**src/rtl/vram_arbiter_if.sv**
```systemverilog
// CPU-side request/ack bundle for the video RAM arbiter.
// The requester holds cpu_we/cpu_addr/cpu_wdata stable while cpu_req is high.
interface vram_arbiter_if #(
  parameter int ADDR_BITS = 10,
  parameter int DATA_BITS = 8
);
  logic                 cpu_req;
  logic                 cpu_we;
  logic [ADDR_BITS-1:0] cpu_addr;
  logic [DATA_BITS-1:0] cpu_wdata;
  logic                 cpu_ack;
  logic [DATA_BITS-1:0] cpu_rdata;

  modport master (
    output cpu_req,
    output cpu_we,
    output cpu_addr,
    output cpu_wdata,
    input  cpu_ack,
    input  cpu_rdata
  );

  modport slave (
    input  cpu_req,
    input  cpu_we,
    input  cpu_addr,
    input  cpu_wdata,
    output cpu_ack,
    output cpu_rdata
  );
endinterface

```
**src/rtl/vram_arbiter.sv**
```systemverilog
// Video RAM arbiter: raster read slot plus CPU req/ack port.
// Define VRAM_CLEAR_EN to build the screen-clear sequencer.
module vram_arbiter #(
  parameter int                   ADDR_BITS = 10,
  parameter int                   DATA_BITS = 8,
  parameter int                   VID_SLOT  = 6,
  parameter logic [DATA_BITS-1:0] CLEAR_VAL = '0
) (
  input  logic                 clk,
  input  logic                 reset,
  input  logic [8:0]           hpos,
  input  logic [ADDR_BITS-1:0] vid_addr,
  output logic [DATA_BITS-1:0] vid_data,
  vram_arbiter_if.slave        cpu,
  output logic [ADDR_BITS-1:0] ram_addr,
  output logic [DATA_BITS-1:0] ram_din,
  output logic                 ram_we,
  input  logic [DATA_BITS-1:0] ram_dout,
  input  logic                 clear_start,
  output logic                 clear_busy
);

  localparam logic [2:0] SlotPos = 3'(VID_SLOT);
  localparam logic [2:0] CapPos  = SlotPos + 3'd1;

`ifdef VRAM_CLEAR_EN
  typedef enum logic [1:0] {IDLE, WAIT, ACK, CLEAR} state_t;
`else
  typedef enum logic [1:0] {IDLE, WAIT, ACK} state_t;
`endif

  state_t               state_q;
  logic [DATA_BITS-1:0] vid_data_q;
  logic                 ack_q;
  logic [DATA_BITS-1:0] rdata_q;
  logic                 we_q;
  logic                 vid_slot;
  logic                 vid_cap;
  logic                 clr_pend;
  logic                 grant;

  assign vid_slot = (hpos[2:0] == SlotPos);
  assign vid_cap  = (hpos[2:0] == CapPos);

`ifdef VRAM_CLEAR_EN
  logic                 pend_q;
  logic                 busy_q;
  logic [ADDR_BITS-1:0] cnt_q;
  logic                 unused_x;

  assign clr_pend   = pend_q;
  assign clear_busy = busy_q;
  assign unused_x   = ^hpos[8:3];
`else
  logic unused_x;

  assign clr_pend   = 1'b0;
  assign clear_busy = 1'b0;
  assign unused_x   = ^{hpos[8:3], clear_start, CLEAR_VAL};
`endif

  assign grant = (state_q == IDLE) && cpu.cpu_req
              && !vid_slot && !clr_pend;

  assign vid_data      = vid_data_q;
  assign cpu.cpu_ack   = ack_q;
  assign cpu.cpu_rdata = rdata_q;

  // RAM drive is combinational so the grant cycle hits the RAM directly.
  always_comb begin
    ram_addr = vid_addr;
    ram_din  = cpu.cpu_wdata;
    ram_we   = 1'b0;
    if (!reset && !vid_slot) begin
      if (grant) begin
        ram_addr = cpu.cpu_addr;
        ram_we   = cpu.cpu_we;
      end
`ifdef VRAM_CLEAR_EN
      if (state_q == CLEAR) begin
        ram_addr = cnt_q;
        ram_din  = CLEAR_VAL;
        ram_we   = 1'b1;
      end
`endif
    end
  end

  always_ff @(posedge clk or posedge reset) begin
    if (reset) begin
      state_q    <= IDLE;
      vid_data_q <= '0;
      ack_q      <= 1'b0;
      rdata_q    <= '0;
      we_q       <= 1'b0;
`ifdef VRAM_CLEAR_EN
      pend_q     <= 1'b0;
      busy_q     <= 1'b0;
      cnt_q      <= '0;
`endif
    end else begin
      if (vid_cap) vid_data_q <= ram_dout;
      ack_q <= 1'b0;
`ifdef VRAM_CLEAR_EN
      if (clear_start && !pend_q && !busy_q)
        pend_q <= 1'b1;
`endif
      unique case (state_q)
        IDLE: begin
`ifdef VRAM_CLEAR_EN
          if (pend_q) begin
            state_q <= CLEAR;
            busy_q  <= 1'b1;
            cnt_q   <= '0;
          end else
`endif
          if (grant) begin
            state_q <= WAIT;
            we_q    <= cpu.cpu_we;
          end
        end
        WAIT: begin
          if (!we_q) rdata_q <= ram_dout;
          ack_q   <= 1'b1;
          state_q <= ACK;
        end
        ACK: state_q <= IDLE;
`ifdef VRAM_CLEAR_EN
        CLEAR: begin
          if (!vid_slot) begin
            cnt_q <= cnt_q + 1'b1;
            if (&cnt_q) begin
              state_q <= IDLE;
              busy_q  <= 1'b0;
              pend_q  <= 1'b0;
            end
          end
        end
`endif
        default: state_q <= IDLE;
      endcase
    end
  end

endmodule
```
**src/flat_wrapper.sv**
```systemverilog
// flat-port wrapper written by rule: the top's interface ports become plain ports
module vram_arbiter_flat 
#(
  parameter int                   ADDR_BITS = 10,
  parameter int                   DATA_BITS = 8,
  parameter int                   VID_SLOT  = 6,
  parameter logic [DATA_BITS-1:0] CLEAR_VAL = '0
)
  (clk, reset, hpos, vid_addr, vid_data, ram_addr, ram_din, ram_we, ram_dout, clear_start, clear_busy, cpu_cpu_req, cpu_cpu_we, cpu_cpu_addr, cpu_cpu_wdata, cpu_cpu_ack, cpu_cpu_rdata);
  vram_arbiter_if #(.ADDR_BITS(ADDR_BITS), .DATA_BITS(DATA_BITS)) cpu_i ();
  input  logic clk;
  input  logic reset;
  input  logic [8:0] hpos;
  input  logic [ADDR_BITS-1:0] vid_addr;
  output logic [DATA_BITS-1:0] vid_data;
  output logic [ADDR_BITS-1:0] ram_addr;
  output logic [DATA_BITS-1:0] ram_din;
  output logic ram_we;
  input  logic [DATA_BITS-1:0] ram_dout;
  input  logic clear_start;
  output logic clear_busy;
  input wire logic [$bits(cpu_i.cpu_req)-1:0] cpu_cpu_req;
  input wire logic [$bits(cpu_i.cpu_we)-1:0] cpu_cpu_we;
  input wire logic [$bits(cpu_i.cpu_addr)-1:0] cpu_cpu_addr;
  input wire logic [$bits(cpu_i.cpu_wdata)-1:0] cpu_cpu_wdata;
  output wire logic [$bits(cpu_i.cpu_ack)-1:0] cpu_cpu_ack;
  output wire logic [$bits(cpu_i.cpu_rdata)-1:0] cpu_cpu_rdata;
  assign cpu_i.cpu_req = cpu_cpu_req;
  assign cpu_i.cpu_we = cpu_cpu_we;
  assign cpu_i.cpu_addr = cpu_cpu_addr;
  assign cpu_i.cpu_wdata = cpu_cpu_wdata;
  assign cpu_cpu_ack = cpu_i.cpu_ack;
  assign cpu_cpu_rdata = cpu_i.cpu_rdata;
  vram_arbiter #(.ADDR_BITS(ADDR_BITS), .DATA_BITS(DATA_BITS), .VID_SLOT(VID_SLOT), .CLEAR_VAL(CLEAR_VAL)) u_core (.clk(clk), .reset(reset), .hpos(hpos), .vid_addr(vid_addr), .vid_data(vid_data), .cpu(cpu_i), .ram_addr(ram_addr), .ram_din(ram_din), .ram_we(ram_we), .ram_dout(ram_dout), .clear_start(clear_start), .clear_busy(clear_busy));
endmodule
```
**config.mk**
```make
export PLATFORM = sky130hd
export DESIGN_NAME = vram_arbiter_flat
export DESIGN_NICKNAME = d
export VERILOG_FILES = /design/src/rtl/vram_arbiter_if.sv /design/src/rtl/vram_arbiter.sv /design/src/flat_wrapper.sv
export SDC_FILE = /design/constraint.sdc
export NUM_CORES = 1
export LEC_CHECK = 0
export ABC_CLOCK_PERIOD_IN_PS = 2600
export CAP_MARGIN = 15
export CELL_PAD_IN_SITES_DETAIL_PLACEMENT = 0
export CELL_PAD_IN_SITES_GLOBAL_PLACEMENT = 1
export CORE_ASPECT_RATIO = 0.8
export CORE_MARGIN = 2
export CORE_UTILIZATION = 22
export DETAILED_ROUTE_END_ITERATION = 8
export GPL_ROUTABILITY_DRIVEN = 0
export PLACE_DENSITY = 0.78
export SLEW_MARGIN = 20
export SYNTH_ARGS = -nofsm -noshare
export SYNTH_HDL_FRONTEND = slang
export SYNTH_SLANG_ARGS = --single-unit
```
**constraint.sdc**
```tcl
create_clock -name clk -period 2.6 [get_ports clk]
set_clock_uncertainty 0.15 [all_clocks]
set_input_delay 0.52 -clock clk [delete_from_list [all_inputs] [get_ports clk]]
set_output_delay 0.52 -clock clk [all_outputs]
set_load 0.01 [all_outputs]
```
==> summary.md <==
| Metric | Value |
|---|---|
| Area added between synthesis and finish | 75.0% |
| Fin area | 1730 um2 |
| Max FO, Critical Path | 5 |
| RSZ-0062 raised after global routing | false |
| Grt total ovfl | 0 |
| Vias in the first global route | 865 |
| Cells after Synth | 69 |
| Min-Delay Path Class | reg -> reg |
| Pre-Repair DR Iteration Count | 2 |
| Worst-path clk slew | 0.07 ns |
| CP startpoint kind | input port |
| R2R cell count | 5 |
| Sequential area share after synthesis | 0.506 |
| PortBufs | just over 60 |
| CTS tree | yes |
| # rows | 21 |
| Synth cell types | 15 |
| Combinational Power Share | 0.418 |
| FF+latch count, synth | 20 |
| Pwr dens | 678 nW/um2 |
| Clock Root Buffer | clkbuf_8 |
| Worst Setup SP | reset |
| Simple-Gate Fraction of Synth Area | 0.0582 |
| CTS H-tree lvls | 1 |
| All-Layer GR Usage | 0.104 |
| CP Class | in -> out |
| First DRT Iteration DRCs | 15 |
| Slew Viols, Final | 0 |
| Mapped Avg Cell Area | 14.3 um2 |
| Cells along the critical path | dlygate4sd2_1 > or4_4 > buf_6 > mux2_4 > buf_6 |
| Synth Area in XOR/XNOR | 0 |
| Status | finished, final reports clean |
| Critical Path Max Stage Delay | 0.53 ns |
| Largest family of logic cells by synthesized area | multiplexers |
| Layout Nets | 183 |
| Final period utilization | 0.981 |
| RR Startpoint | u_core.state_q[1]$_DFFE_PP0P_ |
| Max VDD drop | 0.227 mV |
| Number of antenna violations at the first check in global routing | 0 |
| Synth top area share | 0.506 |
| CTS buffer count | 3 |
| Ratio of cells with drive above 1 in the final layout | 0.409 |
| R2R Path End | u_core.cpu.cpu_rdata[7]$_DFFE_PP0P_ |
| WP data arrival | ~1.9 ns |
| Total setup buffers inserted after CTS | 0 |
| Via count | 767 |
| CP Depth | 5 |
| CP bufs+invs | 3 |
| Ys Warns | 0 |
| Worst path slowest cell | or4_4 |
| Final count of negative-setup-slack endpoints | 0 |
| Initial Util | 0.233 |
| Setup crit end | ram_addr[3] |
| First-pass GRT wire length | roughly 4000 um |
| Die area | slightly above 5000 um2 |
| Sw Share | 0.261 |
| Seq pwr share | 0.390 |
| Clock Power Share | 0.192 |
| Skew-Pair Late Insertion Delay | between 0.2 and 0.3 ns |
| Leading area contributor after synthesis | dfrtp_1 |
| Commonest non-fill, non-tap cell in the layout | clkdlybuf4s50_1 |
| Final Hold Fails | 0 |
| Cell Int Power | 0.000868 W |
| Final worst path period need | 2.55 ns |
| WL per Instance | 14.1 um |
| Most frequent cells in the layout | 47 x clkdlybuf4s50_1, 20 x dfrtp_1, 17 x mux2_2 |
| Worst EP required | just under 2 ns |
| Largest net degree at the start of global routing | 21 |
| Cts hold-fix bufs | 0 |
| Synth area leaders | dfrtp_1 51%, mux2_2 19%, mux2_4 15% |
| Flop-to-flop setup slack | 0.75 ns |
| N_diodes | 0 |
| Compound-Gate Fraction of Synth Area | 0 |
| Syn Std Cell Area | 990 um2 |
| Placed cell areas | 1650 um2 |
| Final wirelength | approximately 2700 um |
| Most used cell, CP | buf_6 |
| Crit path capture type | output port |
| Dpl hpwl | ~2200 um |
| Die height | 64.0 um |
| Num ports | 87 |
| Mapped Nets | approximately 120 |
| NetSw | 0.000306 W |
| CORE AREA | 4260 um2 |
| Fmax | 392 MHz |
| Clk buf depth | 2 |
| Setup TNS | 0 ns |
| DRC | 0 |
| Power consumption | 0.00117 W |
| Max cap viols | 0 |
| Leak | 0.781 nW |
| Mux share of post-synthesis cell area | 0.345 |
| CP top delay family | buffers and inverters |
| Post-DRT Antenna Nets | 0 |
| Vias per inst | roughly 4.1 |
| Die W | 79.0 um |
| Synthesized-area fraction occupied by adder cells | 0 |
| Sink Count | 20 |
-- how the worst min path moves through the flow --
stage	depth (start not counted)	slack [ns]	start	to
2_1_floorplan	1	0.29	u_core.state_q[1]$_DFFE_PP0P_	u_core.state_q[1]$_DFFE_PP0P_
3_3_place_gp	1	0.34	u_core.state_q[0]$_DFFE_PP0P_	u_core.state_q[1]$_DFFE_PP0P_
3_5_place_dp	1	0.35	u_core.vid_data[2]$_DFFE_PP0N_	u_core.vid_data[2]$_DFFE_PP0N_
4_1_cts	1	0.36	u_core.vid_data[2]$_DFFE_PP0N_	u_core.vid_data[2]$_DFFE_PP0N_
5_1_grt	1	0.38	u_core.cpu.cpu_rdata[5]$_DFFE_PP0P_	u_core.cpu.cpu_rdata[5]$_DFFE_PP0P_
6_report	1	0.36	u_core.vid_data[2]$_DFFE_PP0N_	u_core.vid_data[2]$_DFFE_PP0N_
-- cell type report --
| type | count | area [um2] |
|---|---|---|
| Inverter | 1 | 3.75 |
| Sequential cell | 20 | 500 |
| Multi-Input combinational cell | 37 | 412 |
| Fill cell | 404 | 2520 |
| Tap cell | 57 | 71.3 |
| Timing Repair Buffer | 70 | 689 |
| Clock buffer | 4 | 55.1 |
-- cell usage after synthesis --
cell	count
dfrtp_1	20
mux2_2	17
mux2_4	10
buf_4	9
nor2b_1	3
and3_1	1
and3b_1	1
buf_6	1
clkbuf_1	1
conb_1	1
inv_1	1
nand2b_1	1
nand3_1	1
nor3_1	1
or4_1	1
-- flip-flops by register name, summed over array words and instances, names as in the netlist --
register and cells:
u_core.cpu.cpu_rdata 8, u_core.vid_data 8, u_core.state_q 2, u_core.cpu.cpu_ack 1, u_core.we_q 1
-- power by group through the flow --
stage	combinational (W)	sequential, W	clock (W)
after floorplan	0.000158	0.000501	0
after global placement	0.000476	0.000457	0
after detailed placement	0.000489	0.000465	0
after CTS	0.000499	0.000458	0.000242
after global routing	0.000519	0.000469	0.000259
final	0.000490	0.000458	0.000226
-- timing repair --
item / in CTS / in global routing
setup endpoints to repair: 11 / 10
pin swaps: 2 / 1
gates resized for setup: 69 / 0
cloned: 1 / 0
-- kinds of logic (layout without fill, tap and decap cells) --
kind of cell,count (synthesis),in the layout
mux,27,27
flops,20,20
other cells,1,1
buf+inv,12,75
simple gates,9,9
-- metal layers --
layer,wire [um],up-vias,global-route usage
met5,0,-,0
met4,47,0,0.0517
met3,256,8,0.0240
met2,1400,40,0.202
met1,964,364,0.101
li1,-,355,-
-- worst register-to-register path, stage by stage, from the launching register on --
cell and delay (ns):
dfrtp_1 0.38, buf_4 0.14, nor2b_1 0.15, nor2b_1 0.35, buf_4 0.23, mux2_2 0.34
-- through the flow --
| step | setup WS (ns) | utilization | instances | hold WS (ns) |
|---|---|---|---|---|
| global route | 0.0274 | 0.407 | 189 | 0.376 |
| floorplan | 0.288 | - | 69 | 0.290 |
| finish | 0.0493 | 0.407 | 189 | 0.359 |
| detailed placement | -0.696 | 0.388 | 184 | 0.346 |
| global placement | -0.695 | 0.388 | 184 | 0.339 |
| CTS | 0.00292 | 0.407 | 189 | 0.363 |
(Power assumes the default switching activity.)
